File: src/rtl/out_bcd_display_if.sv
// Handshake and display bus for the BCD display stage.
// The master drives the conversion request; the slave returns the status,
// the BCD digits and the seven-segment codes.
interface out_bcd_display_if;
   logic        start;
   logic [7:0]  value;
   logic        signed_mode;
   logic        busy;
   logic        done;
   logic [11:0] bcd;
   logic        negative;
   logic [6:0]  hex_sign;
   logic [6:0]  hex2;
   logic [6:0]  hex1;
   logic [6:0]  hex0;

   modport master (
      output start, value, signed_mode,
      input  busy, done, bcd, negative, hex_sign, hex2, hex1, hex0
   );

   modport slave (
      input  start, value, signed_mode,
      output busy, done, bcd, negative, hex_sign, hex2, hex1, hex0
   );
endinterface

File: src/rtl/out_bcd_display.sv
// Binary-to-decimal display stage for the 8-bit output register.
// A start strobe captures the value (unsigned or two's complement), a
// double-dabble datapath converts the magnitude over eight cycles, and the
// result is registered as BCD plus four active-low seven-segment digits.
module out_bcd_display #(
   parameter bit BLANK_LZ = 1'b1
) (
   input logic              clk,
   input logic              reset,
   out_bcd_display_if.slave bus
);

   localparam logic [1:0] IDLE    = 2'd0;
   localparam logic [1:0] CONVERT = 2'd1;
   localparam logic [1:0] FINISH  = 2'd2;

   localparam logic [6:0] SEG_BLANK = 7'b1111111;
   localparam logic [6:0] SEG_MINUS = 7'b0111111;
   localparam logic [6:0] SEG_ZERO  = 7'b1000000;
   // With blanking on, the upper digits of a zero result are dark
   localparam logic [6:0] SEG_UPPER_RESET = BLANK_LZ ? SEG_BLANK : SEG_ZERO;

   logic [1:0]  state;
   logic [7:0]  mag;
   logic        sign;
   logic [11:0] scratch;
   logic [2:0]  step;
   logic [11:0] adjusted;
   logic [6:0]  next_hex2;
   logic [6:0]  next_hex1;

   logic        done_q;
   logic [11:0] bcd_q;
   logic        negative_q;
   logic [6:0]  hex_sign_q;
   logic [6:0]  hex2_q;
   logic [6:0]  hex1_q;
   logic [6:0]  hex0_q;

   function automatic logic [3:0] add3(input logic [3:0] d);
      return (d >= 4'd5) ? d + 4'd3 : d;
   endfunction

   function automatic logic [6:0] seg_code(input logic [3:0] d);
      logic [6:0] s;
      case (d)
         4'd0:    s = 7'b1000000;
         4'd1:    s = 7'b1111001;
         4'd2:    s = 7'b0100100;
         4'd3:    s = 7'b0110000;
         4'd4:    s = 7'b0011001;
         4'd5:    s = 7'b0010010;
         4'd6:    s = 7'b0000010;
         4'd7:    s = 7'b1111000;
         4'd8:    s = 7'b0000000;
         4'd9:    s = 7'b0010000;
         default: s = SEG_BLANK;
      endcase
      return s;
   endfunction

   // Add-3 correction of every scratch digit before the shift
   always_comb begin
      adjusted = {add3(scratch[11:8]), add3(scratch[7:4]), add3(scratch[3:0])};
   end

   // Upper digit segments with optional leading-zero blanking
   always_comb begin
      next_hex2 = seg_code(scratch[11:8]);
      next_hex1 = seg_code(scratch[7:4]);
      if (BLANK_LZ) begin
         if (scratch[11:8] == 4'd0)
            next_hex2 = SEG_BLANK;
         if (scratch[11:8] == 4'd0 && scratch[7:4] == 4'd0)
            next_hex1 = SEG_BLANK;
      end
   end

   // Control FSM and double-dabble datapath
   always_ff @(posedge clk or negedge reset) begin
      if (!reset) begin
         state   <= IDLE;
         mag     <= 8'd0;
         sign    <= 1'b0;
         scratch <= 12'd0;
         step    <= 3'd0;
      end else begin
         case (state)
            IDLE: begin
               if (bus.start) begin
                  if (bus.signed_mode && bus.value[7]) begin
                     mag  <= ~bus.value + 8'd1;
                     sign <= 1'b1;
                  end else begin
                     mag  <= bus.value;
                     sign <= 1'b0;
                  end
                  scratch <= 12'd0;
                  step    <= 3'd0;
                  state   <= CONVERT;
               end
            end
            CONVERT: begin
               scratch <= {adjusted[10:0], mag[7]};
               mag     <= {mag[6:0], 1'b0};
               step    <= step + 3'd1;
               if (step == 3'd7)
                  state <= FINISH;
            end
            FINISH: begin
               state <= IDLE;
            end
            default: begin
               state <= IDLE;
            end
         endcase
      end
   end

   // Result registers, loaded only when a conversion completes
   always_ff @(posedge clk or negedge reset) begin
      if (!reset) begin
         done_q     <= 1'b0;
         bcd_q      <= 12'd0;
         negative_q <= 1'b0;
         hex_sign_q <= SEG_BLANK;
         hex2_q     <= SEG_UPPER_RESET;
         hex1_q     <= SEG_UPPER_RESET;
         hex0_q     <= SEG_ZERO;
      end else begin
         done_q <= 1'b0;
         if (state == FINISH) begin
            done_q     <= 1'b1;
            bcd_q      <= scratch;
            negative_q <= sign;
            hex_sign_q <= sign ? SEG_MINUS : SEG_BLANK;
            hex2_q     <= next_hex2;
            hex1_q     <= next_hex1;
            hex0_q     <= seg_code(scratch[3:0]);
         end
      end
   end

   assign bus.busy     = (state != IDLE);
   assign bus.done     = done_q;
   assign bus.bcd      = bcd_q;
   assign bus.negative = negative_q;
   assign bus.hex_sign = hex_sign_q;
   assign bus.hex2     = hex2_q;
   assign bus.hex1     = hex1_q;
   assign bus.hex0     = hex0_q;

endmodule
File: src/flat_wrapper.sv
// flat-port wrapper written by rule: the top's interface ports become plain ports
module out_bcd_display_flat 
#(
   parameter bit BLANK_LZ = 1'b1
)
  (clk, reset, bus_start, bus_value, bus_signed_mode, bus_busy, bus_done, bus_bcd, bus_negative, bus_hex_sign, bus_hex2, bus_hex1, bus_hex0);
  out_bcd_display_if bus_i ();
  input logic clk;
  input logic reset;
  input wire logic [$bits(bus_i.start)-1:0] bus_start;
  input wire logic [$bits(bus_i.value)-1:0] bus_value;
  input wire logic [$bits(bus_i.signed_mode)-1:0] bus_signed_mode;
  output wire logic [$bits(bus_i.busy)-1:0] bus_busy;
  output wire logic [$bits(bus_i.done)-1:0] bus_done;
  output wire logic [$bits(bus_i.bcd)-1:0] bus_bcd;
  output wire logic [$bits(bus_i.negative)-1:0] bus_negative;
  output wire logic [$bits(bus_i.hex_sign)-1:0] bus_hex_sign;
  output wire logic [$bits(bus_i.hex2)-1:0] bus_hex2;
  output wire logic [$bits(bus_i.hex1)-1:0] bus_hex1;
  output wire logic [$bits(bus_i.hex0)-1:0] bus_hex0;
  assign bus_i.start = bus_start;
  assign bus_i.value = bus_value;
  assign bus_i.signed_mode = bus_signed_mode;
  assign bus_busy = bus_i.busy;
  assign bus_done = bus_i.done;
  assign bus_bcd = bus_i.bcd;
  assign bus_negative = bus_i.negative;
  assign bus_hex_sign = bus_i.hex_sign;
  assign bus_hex2 = bus_i.hex2;
  assign bus_hex1 = bus_i.hex1;
  assign bus_hex0 = bus_i.hex0;
  out_bcd_display #(.BLANK_LZ(BLANK_LZ)) u_core (.clk(clk), .reset(reset), .bus(bus_i));
endmodule
File: config.mk
export PLATFORM = sky130hd
export DESIGN_NAME = out_bcd_display_flat
export DESIGN_NICKNAME = d
export VERILOG_FILES = /design/src/rtl/out_bcd_display_if.sv /design/src/rtl/out_bcd_display.sv /design/src/flat_wrapper.sv
export SDC_FILE = /design/constraint.sdc
export NUM_CORES = 1
export LEC_CHECK = 0
export BUFFER_PORTS_ARGS = -buffer_cell sky130_fd_sc_hd__buf_2
export CORE_MARGIN = 5
export CORE_UTILIZATION = 56
export CTS_CLUSTER_DIAMETER = 60
export DETAILED_ROUTE_END_ITERATION = 8
export PLACE_DENSITY = 0.8
export SETUP_SLACK_MARGIN = 0.3
export SLEW_MARGIN = 20
export SYNTH_ARGS = -nofsm -noshare
export SYNTH_HDL_FRONTEND = slang
export SYNTH_SLANG_ARGS = --single-unit
File: constraint.sdc
create_clock -name clk -period 2.3 [get_ports clk]
set_input_delay 0 -clock clk [delete_from_list [all_inputs] [get_ports clk]]
set_output_delay 0 -clock clk [all_outputs]
set_load 0.1 [all_outputs]
==> results.txt, run 1 <==
Status - complete, no violations
Mapped cell area - 3200 um2
Synth warn - 0
Max_cap viols - 0
Post-Synthesis Cells - 339
Clock sink count - 62
Main synth FF type - dfrtp_1
Num CTS Buffers - 9
Layout cell share with drive strength beyond 1 - 23.8%
Vias in the first global route - 2446
WL/cell - 14.5 um
Die Span Y - 85.6 um
Clock root cell - clkbuf_8
Chip Width - 85.6 um
Post-route ant nets - 0
CP bufs+invs - 3
Std cell rows - 27
Fmax - 546 MHz
Synthesized area per cell - 9.43 um2
Clk buf depth - 2
Top cells by count, synth - nand2_1, dfrtp_1, o21ai_1, a21oi_1, nor2_1
Synth unique cells - 43
Number of flops mapped to enable cells by yosys - 0
Clock transition at path regs - 0.06 ns
Layout area overhead - 17.8%
Via Count - 2626
Htree depth - 3
Largest net degree at the start of global routing - 50
CTS tree - done
RSZ-0062 raised after global routing - no
DR vias/cell - 5.56
DRT iter0 DRCs - 202
Endpoints failing hold - 0
TNS Setup - 0 ns
1st-pass router iterations - 4
Layout fillers - 446
Skew final - 0.00899 ns
Top Family by Delay on Critical Path - buffers and inverters
Critical path data required time - 2.57 ns
Initial core utilization - 57.7%
IO Port Bufs - 48
Async SR Flop Fraction - 100%
Slew Viols, Final - 0
Io pins - 55
Grt ovf - 0
Sequential area share after synthesis - 49.2%
First-pass GRT wire length - 11.5 mm
Largest cells by area after synthesis - dfrtp_1, dfstp_2, ha_1
Net count, final - 425
Arr. time, crit path - 2.11 ns
Critical path's slowest cell - dlygate4sd3_1
Clk_lat worst skew - 0.34 ns
Initial antenna violation count - 0
WS Path Type - reg2reg
RePlAce Congestion - 0.906
Post-synth top area cell - dfrtp_1
Rel. slew slack - 56.8%
Area share of the largest cell type after synthesis - 36.0%
Crit path cell chain - inv_2 > nor2_1 > buf_4 > a22oi_1 > o21ai_1 > dlygate4sd3_1
Die Outline Area - 7320 um2
Fin crit period - 1.83 ns
Tightest Pin Transition - 0.648 ns
CP peak stage delay - 0.55 ns
Worst min path class - in2reg
Worst-path fanout max - 8
Most instantiated library cell after synthesis - nand2_1
Antenna cells - 0
Final wirelength - 6.85 mm
DP Area - 3470 um2
Detail Placement HPWL - 4.89 mm
Core Region - 5540 um2
Residual DRC - 0
Setup Viol. Count Final - 0
GRT Resource Usage Total - 19.7%
Tcrit/Tclk final - 79.6%
CP Launch Type - register
Design area - 3770 um2
CP Capture Type - register
FF+latch count, synth - 62
[final timing paths]
check / start / to / slack (ns) / cells after the start
min reg2reg: u_core.bus.hex_sign[6]$_DFFE_PN1P_ / u_core.bus.hex_sign[6]$_DFFE_PN1P_ / 0.46 / 2
min: bus_start / u_core.mag[2]$_DFFE_PN0P_ / 0.06 / 3
max in group asynchronous: reset / u_core.bus.hex1[1]$_DFFE_PN1P_ / 1.41 / 3
max: u_core.state[0]$_DFFE_PN0P_ / u_core.mag[7]$_DFFE_PN0P_ / 0.47 / 6
min in group asynchronous: reset / u_core.state[0]$_DFFE_PN0P_ / 0.23 / 2
max reg2reg: u_core.state[0]$_DFFE_PN0P_ / u_core.mag[7]$_DFFE_PN0P_ / 0.47 / 6
[what timing repair did]
item,in CTS,in global routing
gates resized for setup,0,1
endpoints found under the setup margin,0,1
hold buffers,9,0
endpoints found under the hold margin,30,0
buffers inserted,0,0
[flip-flops by register name, summed over array words and instances, names as in the netlist]
signal / count
u_core.bus.negative: 1
u_core.sign: 1
u_core.bus.hex_sign: 1
u_core.scratch: 12
u_core.mag: 8
u_core.state: 2
u_core.step: 3
u_core.bus.done: 1
u_core.bus.hex2: 7
u_core.bus.hex0: 7
u_core.bus.hex1: 7
u_core.bus.bcd: 12
[layout make-up]
class	count	area, um2	share of cell area [%]
sequential	62	1570	41.7
multi-input combinational	243	1460	38.9
timing repair buffer	61	373	9.90
clock buffer	12	155	4.12
tap	72	90.1	2.39
inverter	18	67.6	1.79
clock inverter	4	45.0	1.20
[cell usage in the layout, fill, tap and decap left out, types with 2 or more instances in the layout]
| cell | count |
|---|---|
| a21oi_1 | 23 |
| a22o_1 | 3 |
| inv_1 | 15 |
| nand2b_1 | 4 |
| dfstp_2 | 16 |
| inv_2 | 3 |
| dlygate4sd3_1 | 9 |
| a31oi_1 | 4 |
| mux2i_1 | 5 |
| buf_2 | 48 |
| o211ai_1 | 2 |
| buf_4 | 3 |
| ha_1 | 17 |
| nand3_1 | 3 |
| o22ai_1 | 11 |
| nor3b_1 | 4 |
| clkbuf_8 | 11 |
| a21oi_2 | 2 |
| nor2_1 | 22 |
| clkinv_2 | 3 |
| xnor2_1 | 8 |
| nand2_1 | 54 |
| o21ai_1 | 31 |
| dfrtp_1 | 46 |
| a22oi_1 | 4 |
| o31ai_1 | 3 |
| conb_1 | 6 |
| o21ai_0 | 8 |
| nor3_1 | 6 |
| mux2_2 | 3 |
| or3_1 | 2 |
| a211oi_1 | 3 |
| o22a_1 | 4 |
[tightest hold or removal path: cells and delay by family]
kind,cells,cell delay (ns)
simple gates,1,0.14
compound gates,1,0.07
buf+inv,1,0.14
[per-layer routing]
layer	vias to the layer above	global-route usage (%)	part of all wire (%)
met5	-	0	0
met4	0	9.64	2.1
met3	14	2.98	6.1
met2	87	32.1	48
met1	1247	25.8	44
li1	1278	-	-
[through the flow]
step | instances | utilization [%] | setup WS (ns) | hold WS [ns]
final | 472 | 68.0 | 0.470 | 0.0552
after floorplan | 344 | - | 0.692 | -0.296
after global routing | 472 | 68.0 | 0.336 | 0.0697
after detailed placement | 447 | 62.7 | 0.461 | 0.0693
after CTS | 472 | 67.9 | 0.430 | 0.0385
after global placement | 447 | 62.7 | 0.614 | 0.0528
[logic make-up (layout without fill, tap and decap cells)]
logic type,Yosys count,in the layout,synth area share [%]
compound gates,103,103,19.6
simple gates,100,100,13.6
flops,62,62,49.2
buf+inv,39,95,5.71
fa+ha+maj,18,18,7.05
xor+xnor,8,8,2.19
mux,8,8,2.62
other cells,1,6,0.117
Power of run 1 is not shown: default switching activity piles up to over one toggle a cycle in this logic, so the estimate is an artifact.
==> inputs of run 2 (changes only) <==
==> constraint.sdc (replaced) <==
create_clock -name clk -period 1.8 [get_ports clk]
set_input_delay 0 -clock clk [delete_from_list [all_inputs] [get_ports clk]]
set_output_delay 0 -clock clk [all_outputs]
set_load 0.1 [all_outputs]
==> results.txt, run 2 (same netlist as run 1, synthesis figures left out) <==
Worst R2R Setup Slack - 0.20 ns (-0.27 ns)
Chip Width - 85.6 um (unchanged)
Max_cap viols - 0 (unchanged)
DR vias/cell - 5.62 (+1.0%)
Clk buf depth - 2 (unchanged)
Post-route ant nets - 0 (unchanged)
Clock transition at path regs - 0.07 ns (about the same)
Initial core utilization - 57.7% (unchanged)
RePlAce Congestion - 0.956 (+5.6%)
Via Count - 2810 (+7.0%)
Io pins - 55 (unchanged)
Fmax - 626 MHz (+15%)
Largest net degree at the start of global routing - 44 (-12%)
Htree depth - 3 (unchanged)
Hold_sp - bus_start
Grt ovf - 0 (unchanged)
DRT iter0 DRCs - 140 (-31%)
CTS tree - done
Antenna cells - 0 (unchanged)
Most frequent cells in the layout - nand2_1, buf_2, dfrtp_1
Reg-to-reg endpoint - u_core.scratch[11]$_DFFE_PN0P_
Core Region - 5540 um2 (unchanged)
Clock root cell - clkbuf_8
Worst Hold End - u_core.mag[2]$_DFFE_PN0P_
Tcrit/Tclk final - 88.7% (+9.2 points)
Vias in the first global route - 2727 (+11%)
CP Launch Type - register
Arr. time, crit path - 1.80 ns (-0.31 ns)
Layout cell share with drive strength beyond 1 - 35.0% (+11 points)
Endpoints failing hold - 0 (unchanged)
Detail Placement HPWL - 5.19 mm (+6.2%)
RSZ-0062 raised after global routing - yes
Final wirelength - 8.21 mm (+20%)
Worst min path class - in2reg
Num CTS Buffers - 9 (unchanged)
Residual DRC - 0 (unchanged)
Slew Viols, Final - 0 (unchanged)
TNS Setup - 0 ns (unchanged)
Fin crit period - 1.60 ns (-0.233 ns)
Net count, final - 453 (+6.6%)
Worst-path fanout max - 5 (-3)
WL/cell - 16.4 um (+13%)
Clk_lat worst skew - 0.35 ns (about the same)
Layout area overhead - 30.4%
Die Outline Area - 7320 um2 (unchanged)
CP Capture Type - register
Setup Viol. Count Final - 0 (unchanged)
Critical path data required time - 2.00 ns (-0.57 ns)
IO Port Bufs - 48 (unchanged)
Std cell rows - 27 (unchanged)
First-pass GRT wire length - 13.0 mm (+13%)
Tightest Pin Transition - 0.522 ns (-0.126 ns)
Skew final - 0.00917 ns (+0.000179 ns)
GRT Resource Usage Total - 22.6% (+2.9 points)
FF-to-FF Start - u_core.scratch[9]$_DFFE_PN0P_
Initial antenna violation count - 0 (unchanged)
Status - complete, no violations
Rel. slew slack - 65.1% (+8.3 points)
Die Span Y - 85.6 um (unchanged)
Worst Hold Depth - 3 (unchanged)
Worst R2R Path Depth - 6 (unchanged)
Clock sink count - 62 (unchanged)
WS Path Type - reg2reg
Commonest non-fill, non-tap cell in the layout - nand2_1
1st-pass router iterations - 4 (unchanged)
run 2: cell types whose count changed in the layout (fill, tap and decap cells not counted), moves of 3 or more:
| cell | previous run | this run |
|---|---|---|
| inv_1 | 15 | 8 |
| nand2b_1 | 4 | 1 |
| inv_2 | 3 | 8 |
| nand2b_4 | 0 | 3 |
| dfrtp_1 | 46 | 41 |
| dfrtp_2 | 0 | 5 |
| ha_4 | 0 | 5 |
| a21oi_1 | 23 | 19 |
| clkinv_2 | 3 | 0 |
| ha_1 | 17 | 12 |
| buf_4 | 3 | 31 |
run 2: cell type report:
class                      count  area (um2)
multi-input combinational    243        1590
sequential                    62        1580
fill                         388        1370
timing repair buffer          89         583
clock buffer                  11         151
clock inverter                 5         105
tap                           72        90.1
inverter                      18        72.6
run 2: critical path, cell delays in order, from the launching register on:
cell	delay, ns
dfrtp_1	0.41
inv_2	0.10
ha_4	0.19
ha_4	0.22
o21bai_1	0.21
a22oi_2	0.22
o21ai_1	0.10
run 2: stage by stage:
stage | instances | hold WS [ns] | area [um2] | utilization [%] | worst slack, ns
after floorplan | 344 | -0.296 | 3240 | - | 0.298
after global placement | 457 | -0.0210 | 3570 | 64.4 | 0.210
after detailed placement | 457 | -0.0118 | 3570 | 64.4 | 0.126
after CTS | 490 | 0.0352 | 4020 | 72.6 | 0.280
after global routing | 500 | 0.0686 | 4170 | 75.2 | 0.136
final | 500 | 0.0488 | 4170 | 75.2 | 0.203
run 2: repair_timing:
| action | 4_1_cts | 5_1_grt |
|---|---|---|
| endpoints found under the setup margin | 18 | 21 |
| gates resized for setup | 14 | 16 |
| hold buffers | 9 | 0 |
| buffers inserted | 8 | 10 |
| gates cloned | 0 | 0 |
| pin swaps | 4 | 7 |
| hold endpoints to repair | 26 | 0 |
run 2: worst max path at each step:
| stage | endpoint | slack, ns | cells after the start | from |
|---|---|---|---|---|
| after floorplan | u_core.scratch[10]$_DFFE_PN0P_ | 0.30 | 6 | u_core.scratch[8]$_DFFE_PN0P_ |
| after global placement | u_core.scratch[10]$_DFFE_PN0P_ | 0.21 | 6 | u_core.scratch[8]$_DFFE_PN0P_ |
| after detailed placement | u_core.scratch[6]$_DFFE_PN0P_ | 0.13 | 6 | u_core.scratch[5]$_DFFE_PN0P_ |
| after CTS | u_core.scratch[11]$_DFFE_PN0P_ | 0.28 | 6 | u_core.scratch[9]$_DFFE_PN0P_ |
| after global routing | u_core.scratch[6]$_DFFE_PN0P_ | 0.14 | 6 | u_core.scratch[5]$_DFFE_PN0P_ |
| final | u_core.scratch[11]$_DFFE_PN0P_ | 0.20 | 6 | u_core.scratch[9]$_DFFE_PN0P_ |
run 2: per-layer routing:
metal / global-route usage [%] / part of all wire, % / vias to the layer above / wire, um
li1: - / - / 1342 / -
met1: 26.9 / 40 / 1356 / 3250
met2: 39.8 / 52 / 93 / 4280
met3: 3.84 / 5.3 / 19 / 432
met4: 10.4 / 3.0 / 0 / 246
met5: 0 / 0 / - / 0
Power of run 2 is left out for the same reason.
==> inputs of run 3 (changes only) <==
--- a/config.mk
+++ b/config.mk
@@ -7,10 +7,10 @@
 export LEC_CHECK = 0
 export BUFFER_PORTS_ARGS = -buffer_cell sky130_fd_sc_hd__buf_2
 export CORE_MARGIN = 5
-export CORE_UTILIZATION = 56
+export CORE_UTILIZATION = 46
 export CTS_CLUSTER_DIAMETER = 60
 export DETAILED_ROUTE_END_ITERATION = 8
-export PLACE_DENSITY = 0.8
+export PLACE_DENSITY = 0.67
 export SETUP_SLACK_MARGIN = 0.3
 export SLEW_MARGIN = 20
 export SYNTH_ARGS = -nofsm -noshare
==> results.txt, run 3 (same netlist as run 1, synthesis figures left out) <==
Status - complete, no violations
Crit path cell chain - inv_2 > ha_2 > nand2b_1 > a21oi_2 > mux2i_1 > a22o_1
Commonest non-fill, non-tap cell in the layout - nand2_1
Net count, final - 449 (-0.88%)
Post-route ant nets - 0 (unchanged)
Clk buf depth - 2 (unchanged)
Io pins - 55 (unchanged)
Placed Cells - 480 (+5.0%)
Worst Hold End - u_core.mag[2]$_DFFE_PN0P_
WS Path Type - reg2reg
DRT iter0 DRCs - 155 (+11%)
Initial antenna violation count - 0 (unchanged)
Core Region - 6790 um2 (+23%)
Worst R2R Path Depth - 6 (unchanged)
Fmax - 654 MHz (+4.5%)
Grt ovf - 0 (unchanged)
Max_cap viols - 0 (unchanged)
Largest net degree at the start of global routing - 63 (+43%)
Chip Width - 93.4 um (+9.1%)
Final wirelength - 7.38 mm (-10%)
Layout area overhead - 28.0%
Tcrit/Tclk final - 84.9% (-3.8 points)
Antenna cells - 0 (unchanged)
Final worst setup slack - 0.272 ns (+0.0691 ns)
Fin crit period - 1.53 ns (-0.0691 ns)
Clock transition at path regs - 0.07 ns (about the same)
Initial core utilization - 47.1% (-11 points)
Critical path's slowest cell - dfrtp_1
CTS tree - done
Slew Viols, Final - 0 (unchanged)
Residual DRC - 0 (unchanged)
Hold_ws - 0.0531 ns (+0.00430 ns)
Clock root cell - clkbuf_8
Worst R2R Setup Slack - 0.27 ns (+0.07 ns)
Worst Hold Depth - 3 (unchanged)
Htree depth - 3 (unchanged)
Detail Placement HPWL - 4.95 mm (-4.5%)
DR vias/cell - 5.13 (-8.6%)
Reg-to-reg endpoint - u_core.scratch[6]$_DFFE_PN0P_
Clock sink count - 62 (unchanged)
DP Worst Slack - 0.142 ns (+0.0167 ns)
Arr. time, crit path - 1.80 ns (about the same)
Worst-path fanout max - 6 (+1)
GRT Resource Usage Total - 17.6% (-5.1 points)
Die Outline Area - 8720 um2 (+19%)
CP bufs+invs - 1 (unchanged)
Via Count - 2670 (-5.0%)
1st-pass router iterations - 4 (unchanged)
Top Family by Delay on Critical Path - compound AO/OA/AOI/OAI gates
Clk_lat worst skew - 0.33 ns (-0.02 ns)
Die Span Y - 93.4 um (+9.1%)
RePlAce Congestion - 0.816 (-15%)
Skew final - 0.00646 ns (-0.00270 ns)
Fin cells - 520 (+4.0%)
Endpoints failing hold - 0 (unchanged)
FF-to-FF Start - u_core.scratch[5]$_DFFE_PN0P_
Worst min path class - in2reg
Num CTS Buffers - 9 (unchanged)
Hold_sp - bus_start
CP Capture Type - register
Layout fillers - 577 (+49%)
CP peak stage delay - 0.38 ns (-0.03 ns)
CP Launch Type - register
Vias in the first global route - 2633 (-3.4%)
Std cell rows - 30 (+11%)
IO Port Bufs - 48 (unchanged)
Most frequent cells in the layout - nand2_1, buf_2, dfrtp_1
Setup Viol. Count Final - 0 (unchanged)
First-pass GRT wire length - 12.2 mm (-5.9%)
WL/cell - 14.2 um (-14%)
Critical path data required time - 2.07 ns (+0.07 ns)
RSZ-0062 raised after global routing - yes
TNS Setup - 0 ns (unchanged)
Layout cell share with drive strength beyond 1 - 33.7% (-1.3 points)
run 3: changes by cell type in the layout (fill, tap and decap cells not counted), sizes merged:
cell      change
buf           -4
clkinv        +4
bufinv        -2
clkinvlp      -2
clkbuf        +1
inv           -1
run 3: routing by layer:
metal | wire length, um | global-route usage (%) | share of wire [%] | vias up
li1 | - | - | - | 1331
met1 | 3350 | 22.8 | 45 | 1260
met2 | 3610 | 28.6 | 49 | 67
met3 | 303 | 2.82 | 4.1 | 12
met4 | 121 | 8.18 | 1.6 | 0
met5 | 0 | 0 | 0 | -
run 3: what timing repair did:
| action | CTS | global route |
|---|---|---|
| hold buffers | 9 | 0 |
| pin swaps | 3 | 8 |
| endpoints found under the hold margin | 69 | 0 |
| setup endpoints to repair | 16 | 19 |
| buffers inserted | 6 | 9 |
| cloned | 0 | 0 |
| resized for setup | 10 | 16 |
run 3: area by class of cell:
type / instances / area (um2) / share of cell area [%]
clock buffer: 12 / 155 / 3.79
clock inverter: 4 / 45.0 / 1.10
inverter: 18 / 68.8 / 1.68
multi-input combinational: 243 / 1580 / 38.5
sequential: 62 / 1570 / 38.5
tap: 96 / 120 / 2.93
timing repair buffer: 85 / 553 / 13.5
run 3: worst max-delay path by stage:
stage | from | end | slack, ns | cells past startpoint
after detailed placement | u_core.scratch[1]$_DFFE_PN0P_ | u_core.scratch[2]$_DFFE_PN0P_ | 0.14 | 6
final | u_core.scratch[5]$_DFFE_PN0P_ | u_core.scratch[6]$_DFFE_PN0P_ | 0.27 | 6
after CTS | u_core.scratch[0]$_DFFE_PN0P_ | u_core.scratch[4]$_DFFE_PN0P_ | 0.31 | 6
after global routing | u_core.scratch[6]$_DFFE_PN0P_ | u_core.bus.hex1[3]$_DFFE_PN1P_ | 0.22 | 4
after floorplan | u_core.scratch[8]$_DFFE_PN0P_ | u_core.scratch[10]$_DFFE_PN0P_ | 0.30 | 6
after global placement | u_core.scratch[1]$_DFFE_PN0P_ | u_core.scratch[2]$_DFFE_PN0P_ | 0.18 | 6
run 3: metrics by stage:
step                cell area [um2]  utilization [%]
global placement               3590             52.9
detailed placement             3590             52.9
global route                   4090             60.2
floorplan                      3240                -
CTS                            3940             58.0
finish                         4090             60.2
run 3: worst reg2reg max path: stages, from the launching register on:
cell and delay, ns:
dfrtp_1 0.38, inv_2 0.09, ha_2 0.19, nand2b_1 0.17, a21oi_2 0.23, mux2i_1 0.26, a22o_1 0.16
Power of run 3 is left out for the same reason.
